$ cat config.mk
export PLATFORM = sky130hd
export DESIGN_NAME = hazard_ctrl
export DESIGN_NICKNAME = d
export VERILOG_FILES = /design/src/rtl/rv32i_types.sv /design/src/rtl/sat_counter.sv /design/src/rtl/hazard_ctrl.sv
export SDC_FILE = /design/constraint.sdc
export NUM_CORES = 1
export LEC_CHECK = 0
export BUFFER_PORTS_ARGS = -buffer_cell sky130_fd_sc_hd__buf_2
export CELL_PAD_IN_SITES_DETAIL_PLACEMENT = 1
export CELL_PAD_IN_SITES_GLOBAL_PLACEMENT = 2
export CORE_UTILIZATION = 15
export CTS_BUF_LIST = sky130_fd_sc_hd__clkbuf_4
export CTS_CLUSTER_DIAMETER = 60
export DETAILED_ROUTE_END_ITERATION = 8
export GPL_TIMING_DRIVEN = 0
export PLACE_DENSITY_LB_ADDON = 0.08
export SLEW_MARGIN = 20
export SYNTH_ARGS = -nofsm -noshare
export SYNTH_HDL_FRONTEND = slang
export SYNTH_SLANG_ARGS = --single-unit
export TNS_END_PERCENT = 5
$ cat constraint.sdc
create_clock -name clk -period 1.31 [get_ports clk]
set_input_delay 0.0655 -clock clk [delete_from_list [all_inputs] [get_ports clk]]
set_output_delay 0.0655 -clock clk [all_outputs]
set_load 0.01 [all_outputs]
$ cat src/rtl/rv32i_types.sv
// rtl/rv32i_types.sv - shared pipeline types: hazard FSM states and memory-busy helper
package rv32i_types;

  typedef enum logic [1:0] {
    RUN      = 2'd0,
    LU_STALL = 2'd1,
    REDIRECT = 2'd2,
    MEM_WAIT = 2'd3
  } hazard_state_t;

  // A memory is busy while a request is outstanding and its completion has not arrived.
  function automatic logic mem_busy_f(input logic imem_read, input logic imem_resp,
                                      input logic dmem_read, input logic dmem_write,
                                      input logic dmem_resp);
    return (imem_read & ~imem_resp) | ((dmem_read | dmem_write) & ~dmem_resp);
  endfunction

endpackage

$ cat src/rtl/sat_counter.sv
// rtl/sat_counter.sv - saturating up-counter used for hazard performance counters
module sat_counter #(
  parameter int W = 32
) (
  input  logic         clk,
  input  logic         rst_n,
  input  logic         inc,
  output logic [W-1:0] count
);

  always_ff @(posedge clk or negedge rst_n) begin
    if (!rst_n) begin
      count <= '0;
    end else if (inc && (count != {W{1'b1}})) begin
      count <= count + W'(1);
    end
  end

endmodule

$ cat src/rtl/hazard_ctrl.sv
// rtl/hazard_ctrl.sv - pipeline stall/flush/bubble controller
// HAZARD_PERF_EN adds saturating stall/flush performance counters.
module hazard_ctrl
  import rv32i_types::*;
#(
  parameter int CNT_W = 32
) (
  input  logic             clk,
  input  logic             rst_n,
  input  logic             load_use,
  input  logic             br_taken,
  input  logic             imem_read,
  input  logic             imem_resp,
  input  logic             dmem_read,
  input  logic             dmem_write,
  input  logic             dmem_resp,
  output logic             pc_stall,
  output logic             if_id_stall,
  output logic             id_ex_stall,
  output logic             ex_mem_stall,
  output logic             mem_wb_stall,
  output logic             if_id_flush,
  output logic             id_ex_flush,
  output logic             ex_mem_bubble,
  output logic [CNT_W-1:0] stall_cycles,
  output logic [CNT_W-1:0] flush_events,
  output logic [1:0]       state
);

  hazard_state_t state_q, state_d;
  logic          mem_busy;

  assign mem_busy = mem_busy_f(imem_read, imem_resp, dmem_read, dmem_write, dmem_resp);
  assign state    = state_q;

  always_ff @(posedge clk or negedge rst_n) begin
    if (!rst_n) begin
      state_q <= RUN;
    end else begin
      state_q <= state_d;
    end
  end

  // Outputs are forced quiet while reset is asserted, even with a miss pending.
  always_comb begin
    state_d       = state_q;
    pc_stall      = 1'b0;
    if_id_stall   = 1'b0;
    id_ex_stall   = 1'b0;
    ex_mem_stall  = 1'b0;
    mem_wb_stall  = 1'b0;
    if_id_flush   = 1'b0;
    id_ex_flush   = 1'b0;
    ex_mem_bubble = 1'b0;
    if (!rst_n) begin
      state_d = RUN;
    end else if (mem_busy) begin
      pc_stall     = 1'b1;
      if_id_stall  = 1'b1;
      id_ex_stall  = 1'b1;
      ex_mem_stall = 1'b1;
      mem_wb_stall = 1'b1;
      state_d      = MEM_WAIT;
    end else begin
      unique case (state_q)
        RUN, MEM_WAIT: begin
          if (load_use) begin
            pc_stall      = 1'b1;
            if_id_stall   = 1'b1;
            id_ex_stall   = 1'b1;
            ex_mem_bubble = 1'b1;
            state_d       = LU_STALL;
          end else if (br_taken) begin
            if_id_flush = 1'b1;
            id_ex_flush = 1'b1;
            state_d     = REDIRECT;
          end else begin
            state_d = RUN;
          end
        end
        // The dependent instruction has just been released; load_use is stale here.
        LU_STALL: begin
          if (br_taken) begin
            if_id_flush = 1'b1;
            id_ex_flush = 1'b1;
            state_d     = REDIRECT;
          end else begin
            state_d = RUN;
          end
        end
        // EX holds the flushed bubble, so its hazard signals are meaningless.
        REDIRECT: begin
          state_d = RUN;
        end
        default: begin
          state_d = RUN;
        end
      endcase
    end
  end

`ifdef HAZARD_PERF_EN
  sat_counter #(.W(CNT_W)) u_stall_cnt (
    .clk   (clk),
    .rst_n (rst_n),
    .inc   (pc_stall),
    .count (stall_cycles)
  );

  sat_counter #(.W(CNT_W)) u_flush_cnt (
    .clk   (clk),
    .rst_n (rst_n),
    .inc   (if_id_flush),
    .count (flush_events)
  );
`else
  assign stall_cycles = '0;
  assign flush_events = '0;
`endif

endmodule

# After elaboration in Yosys (flattened, before gate mapping)
# Cells that the tools add are included.
dict set report classes {
  n_eq_ne 3
  muxes 18
  n_bitwise 6
  reduce_logical 2
}
# operator count
set op_table {}
lappend op_table {{$mux 1} 12}
lappend op_table {{$mux 2} 4}
lappend op_table {{$pmux 2 s3} 1}
lappend op_table {{$eq 2x2->1 const B} 2}
lappend op_table {{$and 1x1->1} 2}
lappend op_table {{$eq 2x1->1 const B} 1}
lappend op_table {{$logic_not 2->1} 1}
lappend op_table {{$not 1->1} 2}
lappend op_table {{$or 1x1->1} 2}
lappend op_table {{$pmux 1 s2} 1}
lappend op_table {{$reduce_or 2->1} 1}
dict set report totals {
  reg_bits 2
  inputBits 9
  out_inout_bits 74
  wordCells 30
}

# Logic depth before layout (Yosys ltp)
# Gate-level depths: netlist of the first run.
dict set report logic_depth {
  depth_word 5
  depth_mapped 5
  depth_no_buf 5
}

# Worst setup path before layout of the first run
# No wires, ideal clock.
dict set report synth_path {
  path_type {reg2out}
  from {register state_q[0], in the netlist state[0]}
  to {output if_id_stall}
  t_arrival_ns 1.307
  required_time_ns 1.245
  setup_slack_ns -0.062
  stages_incl_launch_ff 6
  path_buffers 1
  path_cell_list {dfrtp_1 inv_1 ha_1 and2_1 o21a_1 buf_4}
}
dict set report synth_between {
  elab_chain_len 5
  elab_cells_between_ends 6
  cone_classes {eq/ne (1); mux (3); reduce/logical (2)}
}
# element line
set synth_rtl {}
lappend synth_rtl {{start: declaration} hazard_ctrl.sv:30} ;# hazard_state_t state_q, state_d;
lappend synth_rtl {{start signal: assignment} hazard_ctrl.sv:40} ;# state_q <= state_d;
lappend synth_rtl {{$eq 2x2->1 or $logic_not 2->1 (tied branches)} n/a}
lappend synth_rtl {{$reduce_or 2->1 *} n/a}
lappend synth_rtl {{$mux 1 * (3 in a row)} n/a}
lappend synth_rtl {{end: declaration} hazard_ctrl.sv:18} ;# output logic if_id_stall,
# Every way passes the cells marked *; elsewhere a longest branch is shown, timed or not.

# Worst setup path after layout of the first run
dict set report layout_path {
  from {register state_q[0], in the netlist state[0]}
  to {output if_id_stall}
}
dict set report layout_between {
  elab_chain_len 5
  elab_cells_between_ends 6
  cone_classes {eq/ne (1); mux (3); reduce/logical (2)}
}
# element line
set layout_rtl {}
lappend layout_rtl {{$eq 2x2->1 or $logic_not 2->1 (tied branches)} hazard_ctrl.sv:65} ;# unique case (state_q)
lappend layout_rtl {{$reduce_or 2->1 *} hazard_ctrl.sv:65}
lappend layout_rtl {{$mux 1 *} hazard_ctrl.sv:65}
lappend layout_rtl {{$mux 1 *} hazard_ctrl.sv:57} ;# end else if (mem_busy) begin
lappend layout_rtl {{$mux 1 *} hazard_ctrl.sv:55} ;# if (!rst_n) begin
# Marked as above.

==> flow_summary.json, run 1 <==
{
  "die_h_um": 70.16,
  "antenna_found_initial": 0,
  "p_total_mw": 0.6199,
  "yosysUniqueCellTypes": 16,
  "grt_pass1_wl_um": 2235,
  "rows": 24,
  "status": "finished with violations",
  "netlist_area_sq_um": 696.9,
  "dr.first_iter.drc_count": 1,
  "dieArea_sq_um": 4922,
  "endpoint_kind": "output pin",
  "first_pass_iters": 3,
  "grt_pass1_vias": 522,
  "chipWidth_um": 70.16,
  "ant_nets": 0,
  "max_freq_mhz": 655.9,
  "syn_inst": 90,
  "cts_max_level": 1,
  "dp_hpwl_um": 1392,
  "power_density_nw_per_um2": 519.3,
  "critPathSlowestCell": "dfrtp_1",
  "fin_crit_sh_pct": 116.4,
  "cts_num_sinks": 2,
  "via_per_inst": 2.628,
  "drive_gt1_share_pct": 56.42,
  "path_buf_inv": 3,
  "largest_reg_flops": 2,
  "min_period_ns": 1.525,
  "ys_warn_count": 0,
  "hp-class": "in -> reg",
  "routedWlPerCell_um": 6.411,
  "path_delay_family": "flip-flops",
  "p_leak_nw": 0.7869,
  "syn_avg_cell_area_sq_um": 7.744,
  "cts_root_buffer": "clkbuf_4",
  "diodes": 0,
  "place_worst_setup_slack_ns": -0.05211,
  "critPathKind": "reg -> out",
  "top_level_ports": 83,
  "slowest_delay_ns": 0.37,
  "critPathRequiredTime_ns": 1.24,
  "drv_cap": 0,
  "clock_latency_ns": 0.22,
  "hold_violations": 0,
  "crit_arrival_ns": 1.46,
  "worst_slack_ns": -0.2147,
  "synthToLayoutAreaGrowth_pct": 71.27,
  "drc": 0,
  "setup-violations-final": 6,
  "track_usage_pct": 5.756,
  "final.setup_skew_ns": 0.001916,
  "num_vias": 607,
  "cts_made_buffers": 3,
  "place.gp.congestion": 0.6082,
  "clockBufferDepth": 2,
  "seq_area_frac_synth_pct": 7.181,
  "cts_tree": "built",
  "crit_fanout": 4,
  "overflow": 0,
  "ir_worst_vdd_mv": 0.1476,
  "postRouteWirelength_um": 1481,
  "clkSlewWorstSetupHoldPaths_ns": 0.03,
  "critPathLaunchType": "flip-flop",
  "core_sq_um": 4414,
  "maxSlewViolCount": 0,
  "start_util_pct": 15.79,
  "grt_start_max_net_pins": 9,
  "path_cells": "inv_2 -> ha_4 -> and2_4 -> o21a_1 -> buf_4 -> buf_6",
  "port-buffer-count": 18,
  "ys_ff_latch": 2,
  "final_nets": 192,
  "violations": "negative setup slack",
  "grt_setup_unrepaired": "yes",
  "holdWs_ns": 0.1401
}
cell usage after synthesis, drive strengths merged:
master | count | share of area (%)
nor4 | 1 | 1.8
and2 | 2 | 2.0
o2bb2ai | 1 | 1.3
nor2 | 2 | 1.4
o22ai | 1 | 1.8
inv | 4 | 2.2
ha | 2 | 3.6
o21a | 2 | 2.2
dfrtp | 2 | 7.2
a21oi | 1 | 0.72
nand2 | 2 | 1.1
conb | 1 | 0.54
buf | 68 | 73
o211ai | 1 | 1.1
per-layer routing:
layer  GRT usage (%)  up-vias  share of wire, %
met5               0        -                 0
met3           1.010        2                11
met4           4.000        0               1.6
met2           11.11       44                55
li1                -      325                 -
met1           5.396      236                33
timing repair:
action / 4_1_cts / 5_1_grt
endpoints found under the setup margin: 6 / 6
endpoints found under the hold margin: 2 / 0
setup buffers: 2 / 2
hold buffers: 1 / 0
resized for setup: 3 / 0
pin swaps: 1 / 0
report_power, final:
part	total [mW]	leakage (nW)	internal (mW)	switching, mW
Sequential	0.0753	0.0249	0.0689	0.00639
Combinational	0.410	0.748	0.222	0.188
Clock	0.134	0.0138	0.101	0.0335
Total	0.620	0.787	0.392	0.228
worst paths after layout:
kind,startpoint,end,slack (ns),cells after the start
max in group asynchronous,rst_n,state[1]$_DFF_PN0_,0.89,2
max,state[0]$_DFF_PN0_,if_id_stall,-0.21,6
max reg2reg,state[0]$_DFF_PN0_,state[1]$_DFF_PN0_,0.19,4
min in group asynchronous,rst_n,state[0]$_DFF_PN0_,0.29,2
min reg2reg,state[1]$_DFF_PN0_,state[1]$_DFF_PN0_,0.80,3
min,br_taken,state[1]$_DFF_PN0_,0.14,3
worst register-to-register path, cell delays in order, from the launching register on:
cell,delay [ns]
dfrtp_1,0.37
buf_4,0.14
ha_1,0.22
o211ai_1,0.18
o2bb2ai_1,0.09
per-stage QoR:
step	utilization, %	area [sq um]	instances	TNS [ns]
global placement	25.28	1116	223	-0.02961
global route	27.04	1194	231	-1.489
finish	27.04	1194	231	-0.9818
floorplan	-	960.9	153	0
CTS	26.70	1179	229	-1.184
detailed placement	25.28	1116	223	-0.1256
cell type report:
cell class                      instances  area (sq um)
Buffer                                 68         510.5
Clock buffer                            3         22.52
Fill cell                             569          3221
Inverter                                4         15.01
Multi-Input combinational cell         79         385.4
Sequential cell                         2         50.05
Tap cell                               52         65.06
Timing Repair Buffer                   23         145.1
cells by family after synthesis:
group / synth area share, %
and+or+nand+nor: 6.285
adders and majority gates: 3.590
other: 0.5381
buffers and inverters: 75.40
AOI/OAI and AO/OA: 7.001
DFF: 7.182
layout by cell type (no fill, tap or decap):
master	count
nor2_2	1
o22ai_2	1
buf_6	2
and2_2	1
nor2_1	1
inv_1	3
o2bb2ai_1	1
buf_4	73
and2_4	1
inv_2	1
ha_1	1
a21oi_2	1
o21a_1	2
buf_2	15
clkbuf_4	3
dfrtp_1	2
dlygate4sd3_1	1
ha_4	1
conb_1	64
o211ai_1	1
nor4_4	1
nand2_1	2
(Power assumes the default switching activity.)
==> run 2, diff against run 1 <==
HOLD_SLACK_MARGIN = 0.15   (was unset)
==> flow_summary.json, run 2 (synthesis results as in run 1) <==
{
  "status": "finished with violations",
  "violations": "negative setup slack",
  "first_pass_iters": 2,
  "crit_fanout": 4,
  "num_vias": 620,
  "min_period_ns": 1.526,
  "grt_start_max_net_pins": 9,
  "diodes": 0,
  "endpoint_kind": "output pin",
  "critPathKind": "reg -> out",
  "max_freq_mhz": 655.5,
  "p_seq_share_pct": 12.0,
  "start_util_pct": 15.79,
  "clkPwrFrac_pct": 21.7,
  "synthToLayoutAreaGrowth_pct": 74.15,
  "rows": 24,
  "layout_commonest_cell": "buf_4",
  "placed_area_sq_um": 1116,
  "hp-class": "in -> reg",
  "chipWidth_um": 70.16,
  "routedWlPerCell_um": 6.541,
  "top_level_ports": 83,
  "dr.first_iter.drc_count": 3,
  "ant_nets": 0,
  "cts_num_sinks": 2,
  "cts_max_level": 1,
  "port-buffer-count": 18,
  "p_int_mw": 0.3959,
  "crit_arrival_ns": 1.46,
  "drv_cap": 0,
  "largest_reg_flops": 2,
  "overflow": 0,
  "grt_setup_unrepaired": "yes",
  "clock_latency_ns": 0.22,
  "worst_slack_ns": -0.2156,
  "clkSlewWorstSetupHoldPaths_ns": 0.03,
  "antenna_found_initial": 0,
  "cts_root_buffer": "clkbuf_4",
  "setup-violations-final": 6,
  "p_leak_nw": 0.7952,
  "postRouteWirelength_um": 1524,
  "power_density_nw_per_um2": 516.5,
  "critPathLaunchType": "flip-flop",
  "grt_pass1_wl_um": 2311,
  "finalInstanceArea_sq_um": 1214,
  "dp_hpwl_um": 1392,
  "final.setup_skew_ns": 0.001226,
  "ir_worst_vdd_mv": 0.1484,
  "hold_violations": 0,
  "p_sw_mw": 0.2309,
  "combPwrFrac_pct": 66.3,
  "holdWs_ns": 0.1612,
  "via_per_inst": 2.661,
  "die_h_um": 70.16,
  "cts_tree": "built",
  "final_cell_mix": "buf_4, conb_1, buf_2",
  "drc": 0,
  "maxSlewViolCount": 0,
  "track_usage_pct": 5.937,
  "fin_crit_sh_pct": 116.5,
  "cts_made_buffers": 3,
  "p_sw_share_pct": 36.84,
  "final_cells": 233,
  "critPathRequiredTime_ns": 1.24,
  "dp.cells": 223,
  "final_util_pct": 27.49,
  "dieArea_sq_um": 4922,
  "core_sq_um": 4414,
  "grt_pass1_vias": 531,
  "place.gp.congestion": 0.6082,
  "clockBufferDepth": 2,
  "final_nets": 194,
  "drive_gt1_share_pct": 55.80
}
-- run 2: power groups by stage --
stage          logic (mW)  clock network (mW)  registers, mW
2_1_floorplan       0.312                   0         0.0800
3_3_place_gp        0.367                   0         0.0770
3_5_place_dp        0.370                   0         0.0785
4_1_cts             0.399               0.149         0.0755
5_1_grt             0.456               0.148         0.0765
6_report            0.416               0.136         0.0753
-- run 2: through the flow --
step / setup slack (ns) / power (mW) / TNS [ns]
after floorplan: 0.009494 / 0.3919 / 0
after global placement: -0.01493 / 0.4436 / -0.02961
after detailed placement: -0.05211 / 0.4484 / -0.1256
after CTS: -0.2486 / 0.6228 / -1.184
after global routing: -0.2956 / 0.6806 / -1.488
final: -0.2156 / 0.6269 / -0.9843
-- run 2: worst paths after layout --
| path | start | to | slack [ns] | depth (start not counted) |
|---|---|---|---|---|
| setup / recovery | state[0]$_DFF_PN0_ | if_id_stall | -0.22 | 6 |
| hold / removal | rst_n | state[1]$_DFF_PN0_ | 0.16 | 2 |
| setup reg to reg | state[0]$_DFF_PN0_ | state[1]$_DFF_PN0_ | 0.19 | 4 |
| hold reg to reg | state[1]$_DFF_PN0_ | state[1]$_DFF_PN0_ | 0.80 | 3 |
| max in group asynchronous | rst_n | state[1]$_DFF_PN0_ | 0.89 | 2 |
| min in group asynchronous | rst_n | state[0]$_DFF_PN0_ | 0.28 | 2 |
-- run 2: area by class of cell --
class | count | area (sq um)
buffer | 68 | 510.5
clock buffer | 3 | 22.52
fill | 568 | 3201
inverter | 4 | 15.01
multi-input combinational | 79 | 385.4
sequential | 2 | 50.05
tap | 52 | 65.06
timing repair buffer | 25 | 165.2
-- run 2: critical path: stages, from the launching register on --
cell	delay (ns)
dfrtp_1	0.37
inv_2	0.07
ha_4	0.20
and2_4	0.14
o21a_1	0.19
buf_4	0.14
buf_6	0.11
-- run 2: metal layers --
layer | part of all wire, % | vias to the layer above | track usage, %
met1 | 34 | 244 | 5.918
met4 | 1.4 | 0 | 4.000
met5 | 0 | - | 0
met3 | 11 | 2 | 1.010
met2 | 54 | 46 | 11.11
li1 | - | 328 | -
-- run 2: repair_timing --
action / CTS / global route
buffers inserted: 2 / 2
gates resized for setup: 3 / 0
hold endpoints to repair: 3 / 0
pin swaps: 1 / 0
hold buffers: 3 / 0
endpoints found under the setup margin: 6 / 6
